--- src/rtl/keypad_pkg.sv ---
// ============================================================================
// Module : keypad_pkg
// Brief  : Shared types and constants for the 4x3 keypad scanner.
// Rev    : 1.0  initial release
// ============================================================================
`default_nettype none

package keypad_pkg;

  localparam int NCOL = 3;
  localparam int NROW = 4;
  localparam int NKEY = NROW * NCOL;

  // Snapshot bit index is row*NCOL + col.
  localparam logic [3:0] KEY_STAR   = 4'd9;
  localparam logic [3:0] KEY_HASH   = 4'd11;
  localparam logic [3:0] DIGIT_NONE = 4'hF;

  typedef enum logic [1:0] {
    ST_IDLE     = 2'd0,
    ST_CONFIRM  = 2'd1,
    ST_HELD     = 2'd2,
    ST_WAIT_REL = 2'd3
  } state_t;

  // Nibble i holds the digit printed on snapshot key i (F = not a digit).
  localparam logic [NKEY*4-1:0] DIGIT_LUT = {
    4'hF, 4'h0, 4'hF,
    4'h9, 4'h8, 4'h7,
    4'h6, 4'h5, 4'h4,
    4'h3, 4'h2, 4'h1
  };

  function automatic logic [3:0] key_digit(input logic [3:0] idx);
    logic [3:0] d;
    d = DIGIT_NONE;
    if (int'(idx) < NKEY) d = DIGIT_LUT[int'(idx)*4 +: 4];
    return d;
  endfunction

  // Index of the lowest set key; only meaningful when exactly one bit is set.
  function automatic logic [3:0] key_index(input logic [NKEY-1:0] s);
    logic [3:0] idx;
    idx = '0;
    for (int i = NKEY - 1; i >= 0; i--) begin
      if (s[i]) idx = 4'(i);
    end
    return idx;
  endfunction

endpackage

`default_nettype wire

--- src/rtl/keypad_col_scan.sv ---
// ============================================================================
// Module : keypad_col_scan
// Brief  : Column rotation, dwell timing and 12-bit row snapshot assembly.
// Rev    : 1.0  initial release
// ============================================================================
`default_nettype none

module keypad_col_scan
  import keypad_pkg::*;
#(
  parameter int SCAN_DIV = 16
) (
  input  logic            clk,
  input  logic            reset,
  input  logic [3:0]      row_n,
  output logic [2:0]      col_n,
  output logic            frame_end,
  output logic [NKEY-1:0] snapshot
);

  localparam int DW = (SCAN_DIV > 1) ? $clog2(SCAN_DIV) : 1;
  localparam logic [DW-1:0] c_DWELL_LAST = DW'(SCAN_DIV - 1);

  logic [DW-1:0]   r_dwell;
  logic [1:0]      r_col;
  logic [2:0]      r_col_n;
  logic [NKEY-1:0] r_snap;
  logic            w_dwell_last;
  logic [NKEY-1:0] w_snap;

  assign w_dwell_last = (r_dwell == c_DWELL_LAST);

  always_ff @(posedge clk) begin
    if (!reset) begin
      r_dwell <= '0;
      r_col   <= '0;
      r_col_n <= 3'b110;
      r_snap  <= '0;
    end else if (w_dwell_last) begin
      r_dwell <= '0;
      r_snap  <= w_snap;
      r_col   <= (r_col == 2'(NCOL - 1)) ? 2'd0 : r_col + 2'd1;
      r_col_n <= {r_col_n[1:0], r_col_n[2]};
    end else begin
      r_dwell <= r_dwell + DW'(1);
    end
  end

  // Live rows merged over the driven column, so the frame-end view is complete.
  always_comb begin
    w_snap = r_snap;
    for (int r = 0; r < NROW; r++) begin
      for (int c = 0; c < NCOL; c++) begin
        if (r_col == 2'(c)) w_snap[r*NCOL + c] = ~row_n[r];
      end
    end
  end

  assign col_n     = r_col_n;
  assign snapshot  = w_snap;
  assign frame_end = w_dwell_last && (r_col == 2'(NCOL - 1));

endmodule

`default_nettype wire

--- src/rtl/keypad_scanner.sv ---
// ============================================================================
// Module : keypad_scanner
// Brief  : Debounced 4x3 keypad to one-hot digit bus; optional '#' close
//          strobe enabled by defining CLOSE_KEY_EN.
// Rev    : 1.0  initial release
// ============================================================================
`default_nettype none

module keypad_scanner
  import keypad_pkg::*;
#(
  parameter int SCAN_DIV = 16,
  parameter int DEBOUNCE = 4
) (
  input  logic       clk,
  input  logic       reset,
  input  logic [3:0] row_n,
  output logic [2:0] col_n,
  output logic [9:0] tenkey,
  output logic       close
);

  localparam int CW = $clog2(DEBOUNCE + 1);
  localparam logic [CW-1:0] c_DEB = CW'(DEBOUNCE);
  localparam logic [CW-1:0] c_ONE = CW'(1);

  logic            w_frame_end;
  logic [NKEY-1:0] w_snap;

  state_t          r_state;
  logic [NKEY-1:0] r_cand;
  logic [CW-1:0]   r_cnt;
  logic [CW-1:0]   r_zero;
  logic [9:0]      r_tenkey;
  logic            r_close;

  logic            w_single;
  logic [3:0]      w_idx;
  logic [3:0]      w_digit;
  state_t          w_acc_state;
  logic [9:0]      w_acc_tenkey;
  logic            w_acc_close;
  logic [CW-1:0]   w_cnt_inc;
  logic [CW-1:0]   w_zero_inc;

  keypad_col_scan #(.SCAN_DIV(SCAN_DIV)) u_col_scan (
    .clk       (clk),
    .reset     (reset),
    .row_n     (row_n),
    .col_n     (col_n),
    .frame_end (w_frame_end),
    .snapshot  (w_snap)
  );

  // Outcome of accepting the current snapshot once it has been stable long enough.
  always_comb begin
    w_single     = (w_snap != '0) && ((w_snap & (w_snap - 12'd1)) == '0);
    w_idx        = key_index(w_snap);
    w_digit      = key_digit(w_idx);
    w_acc_state  = ST_WAIT_REL;
    w_acc_tenkey = '0;
    w_acc_close  = 1'b0;
    if (w_single && (w_idx != KEY_STAR) && (w_digit != DIGIT_NONE)) begin
      w_acc_state  = ST_HELD;
      w_acc_tenkey = 10'd1 << w_digit;
    end
`ifdef CLOSE_KEY_EN
    else if (w_single && (w_idx == KEY_HASH)) begin
      w_acc_state = ST_HELD;
      w_acc_close = 1'b1;
    end
`endif
  end

  assign w_cnt_inc  = (r_cnt  >= c_DEB) ? r_cnt  : r_cnt  + c_ONE;
  assign w_zero_inc = (r_zero >= c_DEB) ? r_zero : r_zero + c_ONE;

  always_ff @(posedge clk) begin
    if (!reset) begin
      r_state  <= ST_IDLE;
      r_cand   <= '0;
      r_cnt    <= '0;
      r_zero   <= '0;
      r_tenkey <= '0;
      r_close  <= 1'b0;
    end else begin
      r_close <= 1'b0;
      if (w_frame_end) begin
        case (r_state)
          ST_IDLE: begin
            if (w_snap != '0) begin
              r_cand <= w_snap;
              r_cnt  <= c_ONE;
              r_zero <= '0;
              if (c_ONE >= c_DEB) begin
                r_state  <= w_acc_state;
                r_tenkey <= w_acc_tenkey;
                r_close  <= w_acc_close;
              end else begin
                r_state <= ST_CONFIRM;
              end
            end
          end
          ST_CONFIRM: begin
            if (w_snap == r_cand) begin
              r_cnt <= w_cnt_inc;
              if (w_cnt_inc >= c_DEB) begin
                r_state  <= w_acc_state;
                r_tenkey <= w_acc_tenkey;
                r_close  <= w_acc_close;
                r_zero   <= '0;
              end
            end else if (w_snap == '0) begin
              r_state <= ST_IDLE;
              r_cnt   <= '0;
            end else begin
              r_cand <= w_snap;
              r_cnt  <= c_ONE;
            end
          end
          ST_HELD: begin
            if (w_snap == r_cand) begin
              r_zero <= '0;
            end else if (w_snap == '0) begin
              if (w_zero_inc >= c_DEB) begin
                r_state  <= ST_IDLE;
                r_tenkey <= '0;
                r_zero   <= '0;
                r_cnt    <= '0;
              end else begin
                r_zero <= w_zero_inc;
              end
            end else begin
              // A second key while held would otherwise alias to a ghost digit.
              r_state  <= ST_WAIT_REL;
              r_tenkey <= '0;
              r_zero   <= '0;
            end
          end
          ST_WAIT_REL: begin
            r_tenkey <= '0;
            if (w_snap == '0) begin
              if (w_zero_inc >= c_DEB) begin
                r_state <= ST_IDLE;
                r_zero  <= '0;
                r_cnt   <= '0;
              end else begin
                r_zero <= w_zero_inc;
              end
            end else begin
              r_zero <= '0;
            end
          end
          default: r_state <= ST_IDLE;
        endcase
      end
    end
  end

  assign tenkey = r_tenkey;
  assign close  = r_close;

endmodule

`default_nettype wire

--- config.mk ---
export PLATFORM = sky130hd
export DESIGN_NAME = keypad_scanner
export DESIGN_NICKNAME = d
export VERILOG_FILES = /design/src/rtl/keypad_pkg.sv /design/src/rtl/keypad_col_scan.sv /design/src/rtl/keypad_scanner.sv
export SDC_FILE = /design/constraint.sdc
export NUM_CORES = 1
export LEC_CHECK = 0
export BUFFER_PORTS_ARGS = -buffer_cell sky130_fd_sc_hd__buf_2
export CORE_ASPECT_RATIO = 1.4
export CORE_MARGIN = 3
export CORE_UTILIZATION = 35
export CTS_CLUSTER_DIAMETER = 150
export DETAILED_ROUTE_END_ITERATION = 10
export PLACE_DENSITY = 0.55
export SYNTH_ARGS = -nofsm -noshare
export SYNTH_HDL_FRONTEND = slang
export SYNTH_SLANG_ARGS = --single-unit
--- constraint.sdc ---
create_clock -name clk -period 3.6 [get_ports clk]
set_input_delay 0.72 -clock clk [delete_from_list [all_inputs] [get_ports clk]]
set_output_delay 0.72 -clock clk [all_outputs]
set_load 0.005 [all_outputs]
==> run_results.csv <==
group,metric,value,unit
final_layout,final_cells,638,
final_layout,fin_nets,508,
worst_setup_path,cp_max_fo,15,
drt,post_drt_wl_per_cell,17.6,microns
global_routing,grt_use_total,18.5,%
clocking,cts-root-buf,"clkbuf_16",
clocking,post_cts_resize_count,0,
drt,num_vias,3734,
synthesis,synth_edf_count,0,
status,status,"complete, no violations",
global_routing,grt_pass1_wl,18000,microns
drt,routed_wirelength,11200,microns
floorplanning,start_util,35.9,%
synthesis,ys_ff_latch,51,
final_layout,drive_gt1_share,15.5,%
timing,rsz0062_at_grt,"no",
final_layout,insertedDiodeCount,0,
synthesis,syn_inst,488,
clocking,cts_hold_buf,0,
global_routing,antenna_found_initial,0,
floorplanning,std_cell_rows,45,
global_routing,grt_overflow_total,0,
clocking,cts_buffers,5,
min_path,hold_end,"tenkey[0]",
clocking,clockBufferDepth,2,
synthesis,yosysSeqAreaShare,26.2,%
floorplanning,dieArea,12500,sq um
placement,place_ws,0.241,ns
placement,place_congestion,0.943,
floorplanning,die_y,131,microns
timing,period_minus_slack,3.21,ns
global_routing,grt-busiest-layer,"met2",
pwr,fin_total_pwr,1.16,mW
placement,port_buffers,18,
worst_setup_path,path_class,"reg2reg",
timing,setup_slack,0.387,ns
synthesis,ys_warn_count,0,
global_routing,use_met2,30.5,%
final_layout,fillCellCount,1110,
timing,slew_violations,0,
global_routing,grt_pass1_vias,3494,
clocking,clock_latency,0.30,ns
worst_setup_path,r2r-end,"r_cand[7]",
clocking,htreeDepth,2,
min_path,worstHoldPathType,"reg2reg",
timing,final-setup-viol-count,0,
floorplanning,num_io_pins,20,
timing,worst_pin_slew,0.614,ns
worst_setup_path,critPathRequiredTime,3.83,ns
synthesis,synth_cell_type_count,94,
timing,max_freq,0.311,GHz
timing,hold_violations,0,
drt,viasPerCell,5.85,
min_path,hp-start,"tenkey[0]",
timing,fin_crit_sh,89.3,%
worst_setup_path,r2r_setup_slack,0.39,ns
pwr,p_per_area,271,nW/um^2
synthesis,synth-main-ff-cell,"dfxtp_1",
drt,ant_nets,0,
global_routing,use_met3,2.29,%
final_layout,syn_to_final_growth,9.37,%
global_routing,grt_start_max_net_pins,31,
pwr,worst_ir_drop_vdd,0.154,mV
worst_setup_path,cp_data_arrival_time,3.44,ns
synthesis,syn_area,3900,sq um
clocking,postCtsSetupBuffers,0,
synthesis,syn_area_per_cell,7.99,sq um
final_layout,regArea,1020,sq um
min_path,hold_path_depth,1,
drt,drt_iter0_markers,287,
timing,setup_tns,0,ns
worst_setup_path,rr_startpoint,"u_col_scan.r_col[0]",
clocking,cts.sinks,51,
job,drv_cap,0,
timing,slew_headroom,58.7,%
placement,place_inst,630,
worst_setup_path,end_kind,"register",
timing,fin_skew,0.00615,ns
worst_setup_path,startpoint_type,"register",
worst_setup_path,reg2reg_depth,9,
final_layout,multi_input_area,2580,sq um
clocking,cts.clk_slew.worst_paths,0.07,ns
drt,first_pass_iters,5,
floorplanning,coreArea,10900,sq um
pwr,power_leakage,1.64,nW
global_routing,use_met1,23.0,%
synthesis,synthesis.nets,500,
placement,dp_hpwl,8260,microns
clocking,cts_tree,"done",
floorplanning,fp.dieW,95.2,microns
synthesis,synthArstFlopShare,0,%
drt,drc_errors,0,
==> routing by layer <==
layer / routed length [microns] / vias to the layer above
met5: 0 / -
li1: - / 1812
met2: 5400 / 111
met3: 394 / 34
met1: 4910 / 1777
met4: 537 / 0
==> cells by family after synthesis <==
family                   count (synthesis)  share of synthesized area, %
AO/OA/AOI/OAI                          150                          29.1
XOR/XNOR                                 9                          2.02
adder cells (fa/ha/maj)                  6                          1.93
buffers and inverters                   58                          7.48
flip-flops                              51                          26.2
multiplexers                            14                          3.76
other                                    1                        0.0962
AND/OR/NAND/NOR                        199                          29.4
==> Yosys cell counts (4+ instances only) <==
library cell  instances  share of area [%]
and3_1                6               0.96
or3_1                 5               0.80
a211oi_1             18                3.5
buf_6                 8                2.3
dfxtp_1              51                 26
buf_2                 8                1.0
and3b_1               5                1.1
xnor2_1               5                1.1
nor4_1                4               0.64
o21a_1                5               0.96
o21ai_0              20                2.6
mux2i_1              12                3.1
nor3_1               10                1.3
a21oi_1              25                3.2
nand3b_1              4               0.77
nand3_1              12                1.5
nor2b_1              11                1.8
a211o_1               4               0.90
a22o_1               11                2.5
nand2_1              36                3.5
inv_1                18                1.7
clkbuf_1             21                2.0
o211ai_1              4               0.77
nor2_1               50                4.8
nand2b_1             13                2.1
nor3b_1              10                1.9
xor2_1                4               0.90
ha_1                  6                1.9
==> worst max-delay path, cell delays in order (launching register included) <==
cell	delay (ns)
dfxtp_1	0.67
buf_4	0.29
nor4b_1	0.08
a311oi_2	0.50
a211oi_1	0.17
and3b_1	0.26
or3_1	0.42
a21o_4	0.29
a221o_1	0.31
a21oi_2	0.14
==> state kept, by name, summed over array words and instances (netlist names) <==
signal,count
tenkey,10
r_cnt,3
r_state,2
r_cand,12
r_zero,3
u_col_scan.col_n,3
u_col_scan.r_dwell,4
u_col_scan.r_col,2
u_col_scan.r_snap,12
==> final cells by class <==
type,count,area share [%]
multi-input cells,379,60.6
clock inverters,2,0.294
clock buffers,6,3.02
repair buffers,40,6.28
inverters,19,1.67
well taps,141,4.14
flip-flops and latches,51,24.0
==> how the worst max path moves through the flow <==
stage	startpoint	end	slack, ns	depth (start not counted)
after floorplan	row_n[1]	tenkey[4]	0.61	11
after global placement	row_n[0]	tenkey[2]	0.28	9
after detailed placement	row_n[3]	tenkey[4]	0.24	11
after CTS	u_col_scan.r_col[0]	tenkey[2]	0.39	9
after global routing	u_col_scan.r_col[0]	r_state[0]	0.16	10
final	u_col_scan.r_col[0]	r_cand[7]	0.39	9
==> stage by stage <==
stage | hold WS (ns) | utilization [%] | instance area [sq um]
after floorplan | 0.455 | - | 3900
after global placement | 0.461 | 37.9 | 4120
after detailed placement | 0.463 | 37.9 | 4120
after CTS | 0.479 | 39.2 | 4260
after global routing | 0.494 | 39.2 | 4260
final | 0.473 | 39.2 | 4260
==> placed cells by master, fill, tap and decap left out, drive strengths merged, types with 18 or more instances in the layout <==
| cell type | count |
|---|---|
| o21ai | 24 |
| a21oi | 26 |
| dfxtp | 51 |
| nand2 | 36 |
| inv | 18 |
| a211oi | 19 |
| nor2 | 52 |
| buf | 40 |
==> power breakdown <==
group	switching [mW]	internal (mW)	total, mW
Clock	0.211	0.257	0.468
Combinational	0.0728	0.0459	0.119
Sequential	0.00278	0.567	0.570
Total	0.286	0.870	1.16
(Power assumes the default switching activity.)
